**src/rtl/pipe_hazard_ctrl_if.sv**
```systemverilog
`default_nettype none
//============================================================================
// Module   : pipe_hazard_ctrl_if
// Purpose  : Bundle between the decode stage and the hazard / flow-control
//            unit. It carries the decode fields and the PC-write strobe
//            toward the unit, and the pipe controls, forwarding selects and
//            performance counters back.
// Modports : master - decode-stage side (drives decode fields, br_taken)
//            slave  - hazard unit side (drives issue/stall/bubble/flush,
//                     fwd_src1/2, stall_cnt/flush_cnt)
// Revision : 1.0 - initial release
//============================================================================
interface pipe_hazard_ctrl_if #(
  parameter int STAGES   = 3,
  parameter int SEL_BITS = 4,
  parameter int CNT_W    = 16
);
  localparam int FWD_W = $clog2(STAGES + 1);

  // decode-side fields
  logic                dec_valid;
  logic [SEL_BITS-1:0] dec_rs1;
  logic [SEL_BITS-1:0] dec_rs2;
  logic                dec_rs1_used;
  logic                dec_rs2_used;
  logic                dec_wr_en;
  logic [SEL_BITS-1:0] dec_wr_reg;
  logic                dec_fwd_ok;
  logic                br_taken;

  // controls and status from the hazard unit
  logic                issue;
  logic                stall_fd;
  logic                bubble_ex;
  logic                flush_fd;
  logic [FWD_W-1:0]    fwd_src1;
  logic [FWD_W-1:0]    fwd_src2;
  logic [CNT_W-1:0]    stall_cnt;
  logic [CNT_W-1:0]    flush_cnt;

  modport master (
    output dec_valid, dec_rs1, dec_rs2, dec_rs1_used, dec_rs2_used,
           dec_wr_en, dec_wr_reg, dec_fwd_ok, br_taken,
    input  issue, stall_fd, bubble_ex, flush_fd, fwd_src1, fwd_src2,
           stall_cnt, flush_cnt
  );

  modport slave (
    input  dec_valid, dec_rs1, dec_rs2, dec_rs1_used, dec_rs2_used,
           dec_wr_en, dec_wr_reg, dec_fwd_ok, br_taken,
    output issue, stall_fd, bubble_ex, flush_fd, fwd_src1, fwd_src2,
           stall_cnt, flush_cnt
  );
endinterface
`default_nettype wire

```
**src/rtl/pipe_hazard_ctrl.sv**
```systemverilog
`default_nettype none
//============================================================================
// Module   : pipe_hazard_ctrl
// Purpose  : Hazard and flow-control unit beside the decode stage of the
//            vector ASIP pipeline. A shift-register scoreboard follows the
//            destination register of every instruction from decode to the
//            register-file write. Read-after-write hazards hold fetch/decode
//            and inject a bubble into execute; a taken PC write flushes the
//            fetch-decode pipe and squashes the younger in-flight slots.
//            Stall cycles and flush events are counted with saturation.
// Ports    : clk - clock
//            rst - synchronous reset, active low
//            hz  - pipe_hazard_ctrl_if.slave (decode fields in; issue,
//                  stall_fd, bubble_ex, flush_fd, fwd_src1/2, stall_cnt,
//                  flush_cnt out)
// Options  : PIPE_FWD_EN - when defined, matches on forwardable results in
//            slots 1..STAGES-1 do not stall and fwd_src1/2 select the
//            youngest matching slot; otherwise every match stalls and the
//            forwarding selects are tied to 0.
// Revision : 1.0 - initial release
//============================================================================
module pipe_hazard_ctrl #(
  parameter int STAGES   = 3,
  parameter int SEL_BITS = 4,
  parameter int BR_STAGE = 1,
  parameter int CNT_W    = 16
) (
  input  logic              clk,
  input  logic              rst,
  pipe_hazard_ctrl_if.slave hz
);
  localparam int               FWD_W   = $clog2(STAGES + 1);
  localparam logic [CNT_W-1:0] CNT_MAX = '1;

  // Scoreboard, one entry per in-flight slot; slot 0 = EX.
  logic [STAGES-1:0]   ent_valid;
  logic [STAGES-1:0]   ent_wr;
  logic [STAGES-1:0]   ent_fwd;
  logic [SEL_BITS-1:0] ent_reg [STAGES];

  logic [STAGES-1:0] match1;
  logic [STAGES-1:0] match2;
  logic [STAGES-1:0] block1;
  logic [STAGES-1:0] block2;

  logic             hazard;
  logic             issue;
  logic             stall_fd;
  logic             flush_fd;
  logic [FWD_W-1:0] fwd_src1;
  logic [FWD_W-1:0] fwd_src2;
  logic [CNT_W-1:0] stall_cnt;
  logic [CNT_W-1:0] flush_cnt;
  logic             unused_fwd;

  //--------------------------------------------------------------------------
  // Per-slot source matching. Every slot up to and including the one that
  // writes the regfile is still a hazard: the write lands on the edge that
  // ends the last slot, too late for a read in the same cycle.
  //--------------------------------------------------------------------------
  for (genvar i = 0; i < STAGES; i++) begin : g_match
    assign match1[i] = ent_valid[i] && ent_wr[i] && hz.dec_rs1_used &&
                       (ent_reg[i] == hz.dec_rs1);
    assign match2[i] = ent_valid[i] && ent_wr[i] && hz.dec_rs2_used &&
                       (ent_reg[i] == hz.dec_rs2);
`ifdef PIPE_FWD_EN
    if (i == 0) begin : g_ex
      // EX result is produced at the end of this cycle: never forwardable.
      assign block1[i] = match1[i];
      assign block2[i] = match2[i];
    end else begin : g_late
      assign block1[i] = match1[i] && !ent_fwd[i];
      assign block2[i] = match2[i] && !ent_fwd[i];
    end
`else
    assign block1[i] = match1[i];
    assign block2[i] = match2[i];
`endif
  end

  assign hazard = hz.dec_valid && (|block1 || |block2);

  //--------------------------------------------------------------------------
  // Pipe controls. rst is active low, so every control is qualified with rst
  // to hold the reset output values while reset is applied. A taken PC write
  // wins over a hazard: the stalled instruction is being squashed anyway.
  //--------------------------------------------------------------------------
  assign flush_fd = rst && hz.br_taken;
  assign stall_fd = rst && hazard && !hz.br_taken;
  assign issue    = rst && hz.dec_valid && !hazard && !hz.br_taken;

  //--------------------------------------------------------------------------
  // Forwarding selects: youngest (lowest slot) match wins because it holds
  // the most recent value of that register.
  //--------------------------------------------------------------------------
`ifdef PIPE_FWD_EN
  always_comb begin
    fwd_src1 = '0;
    fwd_src2 = '0;
    for (int i = STAGES - 1; i >= 0; i--) begin
      if (match1[i]) fwd_src1 = FWD_W'(i + 1);
      if (match2[i]) fwd_src2 = FWD_W'(i + 1);
    end
    if (!rst) begin
      fwd_src1 = '0;
      fwd_src2 = '0;
    end
  end
  // Slot 0 never consults its forwardable flag.
  assign unused_fwd = ent_fwd[0];
`else
  assign fwd_src1   = '0;
  assign fwd_src2   = '0;
  assign unused_fwd = ^ent_fwd;
`endif

  //--------------------------------------------------------------------------
  // Scoreboard shift and performance counters.
  //--------------------------------------------------------------------------
  always_ff @(posedge clk) begin
    if (!rst) begin
      ent_valid <= '0;
      ent_wr    <= '0;
      ent_fwd   <= '0;
      stall_cnt <= '0;
      flush_cnt <= '0;
    end else begin
      ent_valid[0] <= issue;
      ent_wr[0]    <= issue && hz.dec_wr_en;
      ent_fwd[0]   <= hz.dec_fwd_ok;
      for (int i = 1; i < STAGES; i++) begin
        // Slots 0..BR_STAGE after the edge are younger than the branch,
        // which itself moves on to BR_STAGE+1 untouched. The flush is
        // applied even if the branch slot was empty.
        ent_valid[i] <= ent_valid[i-1] && !(hz.br_taken && (i <= BR_STAGE));
        ent_wr[i]    <= ent_wr[i-1];
        ent_fwd[i]   <= ent_fwd[i-1];
      end
      if (stall_fd && (stall_cnt != CNT_MAX)) begin
        stall_cnt <= stall_cnt + CNT_W'(1);
      end
      if (hz.br_taken && (flush_cnt != CNT_MAX)) begin
        flush_cnt <= flush_cnt + CNT_W'(1);
      end
    end
  end

  // Register selects need no reset: they are only looked at when valid.
  always_ff @(posedge clk) begin
    ent_reg[0] <= hz.dec_wr_reg;
    for (int i = 1; i < STAGES; i++) begin
      ent_reg[i] <= ent_reg[i-1];
    end
  end

  assign hz.issue     = issue;
  assign hz.stall_fd  = stall_fd;
  assign hz.bubble_ex = !issue;
  assign hz.flush_fd  = flush_fd;
  assign hz.fwd_src1  = fwd_src1;
  assign hz.fwd_src2  = fwd_src2;
  assign hz.stall_cnt = stall_cnt;
  assign hz.flush_cnt = flush_cnt;

endmodule
`default_nettype wire

```
**src/flat_wrapper.sv**
```systemverilog
// flat-port wrapper written by rule: the top's interface ports become plain ports
module pipe_hazard_ctrl_flat 
#(
  parameter int STAGES   = 3,
  parameter int SEL_BITS = 4,
  parameter int BR_STAGE = 1,
  parameter int CNT_W    = 16
)
  (clk, rst, hz_dec_valid, hz_dec_rs1, hz_dec_rs2, hz_dec_rs1_used, hz_dec_rs2_used, hz_dec_wr_en, hz_dec_wr_reg, hz_dec_fwd_ok, hz_br_taken, hz_issue, hz_stall_fd, hz_bubble_ex, hz_flush_fd, hz_fwd_src1, hz_fwd_src2, hz_stall_cnt, hz_flush_cnt);
  pipe_hazard_ctrl_if #(.STAGES(STAGES), .SEL_BITS(SEL_BITS), .CNT_W(CNT_W)) hz_i ();
  input  logic clk;
  input  logic rst;
  input wire logic [$bits(hz_i.dec_valid)-1:0] hz_dec_valid;
  input wire logic [$bits(hz_i.dec_rs1)-1:0] hz_dec_rs1;
  input wire logic [$bits(hz_i.dec_rs2)-1:0] hz_dec_rs2;
  input wire logic [$bits(hz_i.dec_rs1_used)-1:0] hz_dec_rs1_used;
  input wire logic [$bits(hz_i.dec_rs2_used)-1:0] hz_dec_rs2_used;
  input wire logic [$bits(hz_i.dec_wr_en)-1:0] hz_dec_wr_en;
  input wire logic [$bits(hz_i.dec_wr_reg)-1:0] hz_dec_wr_reg;
  input wire logic [$bits(hz_i.dec_fwd_ok)-1:0] hz_dec_fwd_ok;
  input wire logic [$bits(hz_i.br_taken)-1:0] hz_br_taken;
  output wire logic [$bits(hz_i.issue)-1:0] hz_issue;
  output wire logic [$bits(hz_i.stall_fd)-1:0] hz_stall_fd;
  output wire logic [$bits(hz_i.bubble_ex)-1:0] hz_bubble_ex;
  output wire logic [$bits(hz_i.flush_fd)-1:0] hz_flush_fd;
  output wire logic [$bits(hz_i.fwd_src1)-1:0] hz_fwd_src1;
  output wire logic [$bits(hz_i.fwd_src2)-1:0] hz_fwd_src2;
  output wire logic [$bits(hz_i.stall_cnt)-1:0] hz_stall_cnt;
  output wire logic [$bits(hz_i.flush_cnt)-1:0] hz_flush_cnt;
  assign hz_i.dec_valid = hz_dec_valid;
  assign hz_i.dec_rs1 = hz_dec_rs1;
  assign hz_i.dec_rs2 = hz_dec_rs2;
  assign hz_i.dec_rs1_used = hz_dec_rs1_used;
  assign hz_i.dec_rs2_used = hz_dec_rs2_used;
  assign hz_i.dec_wr_en = hz_dec_wr_en;
  assign hz_i.dec_wr_reg = hz_dec_wr_reg;
  assign hz_i.dec_fwd_ok = hz_dec_fwd_ok;
  assign hz_i.br_taken = hz_br_taken;
  assign hz_issue = hz_i.issue;
  assign hz_stall_fd = hz_i.stall_fd;
  assign hz_bubble_ex = hz_i.bubble_ex;
  assign hz_flush_fd = hz_i.flush_fd;
  assign hz_fwd_src1 = hz_i.fwd_src1;
  assign hz_fwd_src2 = hz_i.fwd_src2;
  assign hz_stall_cnt = hz_i.stall_cnt;
  assign hz_flush_cnt = hz_i.flush_cnt;
  pipe_hazard_ctrl #(.STAGES(STAGES), .SEL_BITS(SEL_BITS), .BR_STAGE(BR_STAGE), .CNT_W(CNT_W)) u_core (.clk(clk), .rst(rst), .hz(hz_i));
endmodule
```
**config.mk**
```make
export PLATFORM = sky130hd
export DESIGN_NAME = pipe_hazard_ctrl_flat
export DESIGN_NICKNAME = d
export VERILOG_FILES = /design/src/rtl/pipe_hazard_ctrl_if.sv /design/src/rtl/pipe_hazard_ctrl.sv /design/src/flat_wrapper.sv
export SDC_FILE = /design/constraint.sdc
export NUM_CORES = 1
export LEC_CHECK = 0
export ABC_CLOCK_PERIOD_IN_PS = 2400
export CAP_MARGIN = 20
export CORE_MARGIN = 2
export CORE_UTILIZATION = 49
export CTS_CLUSTER_DIAMETER = 200
export CTS_CLUSTER_SIZE = 25
export DETAILED_ROUTE_END_ITERATION = 8
export PLACE_DENSITY_LB_ADDON = 0.12
export SYNTH_ARGS = -nofsm -noshare
export SYNTH_HDL_FRONTEND = slang
export SYNTH_SLANG_ARGS = --single-unit
```
**constraint.sdc**
```tcl
create_clock -name clk -period 2.4 [get_ports clk]
set_input_delay 0.48 -clock clk [delete_from_list [all_inputs] [get_ports clk]]
set_output_delay 0.48 -clock clk [all_outputs]
set_load 0.01 [all_outputs]
```
==> results.md, run 1 <==
- The flow ran to the end, but the final reports show violations.
- The checks that failed: negative setup slack.
- For this run, global-route usage on met1 was measured as 0.2634.
- On the worst path, the slowest cell contributes a delay of 0.27 ns.
- The share of flip-flops with an asynchronous set or reset is 0.
- The initialized floorplan defines 25 standard-cell rows.
- In this run, synthesis inferred 0 flip-flops with an integrated enable.
- The category of the worst setup path launch point is a primary input.
- The post-synthesis instance area is around 2400 µm².
- The final global-route overflow total is 0.
- The tree is rooted in a sky130_fd_sc_hd__clkbuf_8.
- The number of antenna-violating nets in the routed design is 0.
- The origin of the worst setup path is hz_dec_rs1[0].
- The slowest stage of the critical path belongs to the cell sky130_fd_sc_hd__xnor2_1.
- After the last flow step, the layout net total stands at 347.
- The clock insertion delay at the later pin of the skew report is 0.30 ns.
- The via count of the first global-routing pass came to 1869.
- The number of sinks handled by clock tree synthesis is 50.
- The worst setup path is captured at a primary output.
- The type of the worst min-delay path is reg -> reg.
- After clock tree synthesis, the clock-pin slew on the worst setup and hold paths is around 0.090 ns.
- The area inside the core boundary is roughly 4800 µm².
- The depth of the CTS H-tree is 2.
- The max-slew violation count is 0.
- The number of buffers on the longest clock path is 2.
- The average wire per cell in the routed design is 13.49 µm.
- The floorplan step defined a die boundary enclosing 5554 µm².
- The cell count after synthesis is 259.
- The total leakage power is around 1.3 nW.
- Data on the critical path is required at its endpoint by between 1.5 and 2 ns.
- The global routing stage identified its most utilized layer as met2.
- The critical path goes through clkdlybuf4s15_2, xnor2_1, nand4_1, nor4_4, nor4_4, buf_4, a21boi_4, buf_6.
- The largest total area in the synthesized netlist belongs to sky130_fd_sc_hd__dfxtp_1.
- Summing all non-filler instances in the final layout gives an area of 3382 µm².
- The routed via count is between 2000 and 2500.
- For this configuration, the core starts out at a cell density of 0.5126.
- The total setup violations reported at the end of the flow is 2.
- The I/O pin count is 60.
- The final period demand of the worst path is 2.423 ns.
- The die width is 74.53 µm.
- The critical-path maximum fanout is 3.
- The initial antenna violation count is 0.
- VDD sags by at most 0.3534 mV.
- The layout-stage area growth over the synthesis result is 38.76%.
- Power spread over the standard cell area amounts to ~520 nW/µm².
- The fraction of met2 tracks used by global routing is 0.3215.
- The critical path is of the in -> out type.
- In the final layout, the share of cells above drive strength 1 is 0.2086.
- The first routing iteration left 85 violations.
- The data arrival at the endpoint of the critical path is 1.94 ns.
- The first-pass detailed-route iteration total is 4.
- The cell area after placement is between 3000 and 4000 µm².
- The clock tree from TritonCTS is done.
- The post-route core utilization is 0.7113.
- The number of buffers created by CTS is 5.
- The first-pass GRT wire length is 8549 µm.
- Of the available clock period, the critical path in the final layout requires 1.010.
- Across all setup checks in the final design, the least slack found is -0.02327 ns.
- Overall power consumption after layout is estimated at about 0.0017 W.
- The total count of hold-check failures in the final report is 0.
- For this run, the total global-route usage over all layers was measured as 0.1998.
- The maximum clock skew at final layout is 0.006229 ns.
- The number of warning messages in the yosys log is 0.
- The flop and latch count out of synthesis is 50.
- The max-capacitance violation count is 0.
- In the routed design, unresolved DRC markers number 0.
- Synthesis instantiated 39 different standard cells from the library.
- The diode insertion count for antenna repair is 0.
- Final hold analysis gives a worst-case slack of 0.3974 ns.
- The register area share after synthesis is 0.4107.
- In this run the critical register-to-register path is launched from u_core.ent_reg[0][0]$_DFF_P_.
- Among the stages of the critical path, the cell type that occurs most often is sky130_fd_sc_hd__nor4_4.
- The commonest cells after synthesis are sky130_fd_sc_hd__dfxtp_1 (50), sky130_fd_sc_hd__xor2_1 (26), sky130_fd_sc_hd__nand2_1 (25), sky130_fd_sc_hd__mux2i_1 (15), sky130_fd_sc_hd__nor2_1 (15).
- The fraction of synthesized cell area taken by the top area cell type is 0.4107.
- From bottom edge to top edge, the die measures approximately 75 µm.
- Entering global routing, the biggest net connects 34 pins.
- The routed wire length is 5303 µm.
- The most common cell in the synthesized netlist is sky130_fd_sc_hd__dfxtp_1.
- Timing would allow up to 0.4127 GHz.
- The flip-flop cell with the highest count after synthesis is sky130_fd_sc_hd__dfxtp_1.
- The HPWL after detailed placement is around 3600 µm.
- The met3 track demand over resource is 0.05285.
- Yosys attributes the largest share of cell area to sky130_fd_sc_hd__dfxtp_1 (41%), sky130_fd_sc_hd__xor2_1 (9.3%), sky130_fd_sc_hd__mux2i_1 (6.2%), sky130_fd_sc_hd__nand2_1 (3.9%), sky130_fd_sc_hd__nand4_1 (3.3%).
- The mean number of vias per cell is 5.214.
- The final weighted congestion in routability-driven placement is 0.8576.
- The worst hold path begins at u_core.ent_reg[0][5]$_DFF_P_.
- A synthesized cell averages 9.411 µm².
- During placement, the flow inserted port buffers numbering 54.
==> cells in the final DEF (no fill, tap or decap), drive strengths merged, types with 3 or more instances in the layout <==
| cell type | n |
|---|---|
| dfxtp | 50 |
| clkdlybuf4s50 | 41 |
| xor2 | 26 |
| nand2 | 25 |
| nand3 | 19 |
| and3 | 16 |
| nor2 | 15 |
| mux2i | 15 |
| buf | 15 |
| nand4 | 13 |
| nand2b | 12 |
| xnor2 | 8 |
| clkbuf | 8 |
| nor4 | 8 |
| clkdlybuf4s15 | 7 |
| and2 | 6 |
| or3 | 5 |
| a21oi | 5 |
| o21ai | 4 |
| conb | 4 |
| nor3 | 3 |
| a31oi | 3 |
==> worst max-delay path, delay by kind of cell <==
family / cells / cell delay [ns]
AND/OR/NAND/NOR: 3 / 0.50
AO/OA/AOI/OAI: 1 / 0.18
buffers and inverters: 3 / 0.52
XOR/XNOR: 1 / 0.27
==> cell type report <==
class                           instances  area, µm²
Multi-Input combinational cell        198       1506
Tap cell                               67      83.83
Clock buffer                            6      82.58
Inverter                                3      11.26
Clock inverter                          2      60.06
Timing Repair Buffer                   67      633.1
Fill cell                             394       1373
Sequential cell                        50       1005
==> routing by layer <==
layer  share of wire  vias to the layer above
li1                -                     1025
met1            0.46                      969
met2            0.48                       48
met3           0.047                        7
met5               0                        -
met4           0.016                        0
==> final timing paths <==
| path | cells past startpoint | slack (ns) | to |
|---|---|---|---|
| worst min-delay path | 0 | 0.40 | u_core.ent_reg[0][9]$_DFF_P_ |
| worst max-delay path | 8 | -0.02 | hz_stall_fd |
| worst max register to register | 9 | 0.17 | u_core.hz.stall_cnt[11]$_SDFFE_PN0P_ |
| worst min register to register | 0 | 0.40 | u_core.ent_reg[0][9]$_DFF_P_ |
==> logic make-up (layout without fill, tap and decap cells) <==
kind of cell,count (synthesis),after routing,synth area share
and+or+nand+nor,126,126,0.2972
DFF,50,50,0.4107
xor gates and xnor gates,34,34,0.1222
AOI/OAI and AO/OA,17,17,0.05904
muxes,15,15,0.06160
buffers and inverters,14,78,0.03747
adders and majority gates,2,2,0.01027
other,1,4,0.001539
==> timing repair <==
action	CTS	global route
gates cloned	0	0
setup endpoints to repair	4	3
buffers inserted	1	1
pin swaps	16	8
resized for setup	39	22
hold buffers	0	0
==> metrics by stage <==
stage               cells   TNS [ns]  setup WS, ns
global route          393    -0.2859       -0.1174
detailed placement    383     -4.877       -0.6650
finish                393   -0.03379      -0.02327
floorplan             262          0        0.3954
CTS                   392  -0.001475     -0.001475
global placement      383     -4.961       -0.6581
==> where the power goes <==
part	total, W	internal [W]	switching (W)
registers	0.000866	0.000846	0.0000196
clock network	0.000726	0.000444	0.000281
logic	0.000157	0.0000784	0.0000782
total	0.00175	0.00137	0.000379
No activity file was read; power rests on OpenSTA's default activity.
==> inputs of run 2 (changes only) <==
--- a/config.mk
+++ b/config.mk
@@ -6,7 +6,7 @@
 export NUM_CORES = 1
 export LEC_CHECK = 0
 export ABC_CLOCK_PERIOD_IN_PS = 2400
-export CAP_MARGIN = 20
+export CAP_MARGIN = 5
 export CORE_MARGIN = 2
 export CORE_UTILIZATION = 49
 export CTS_CLUSTER_DIAMETER = 200
==> results of run 2 <==
The final DEF is identical to that of run 1; final timing and power are the same.
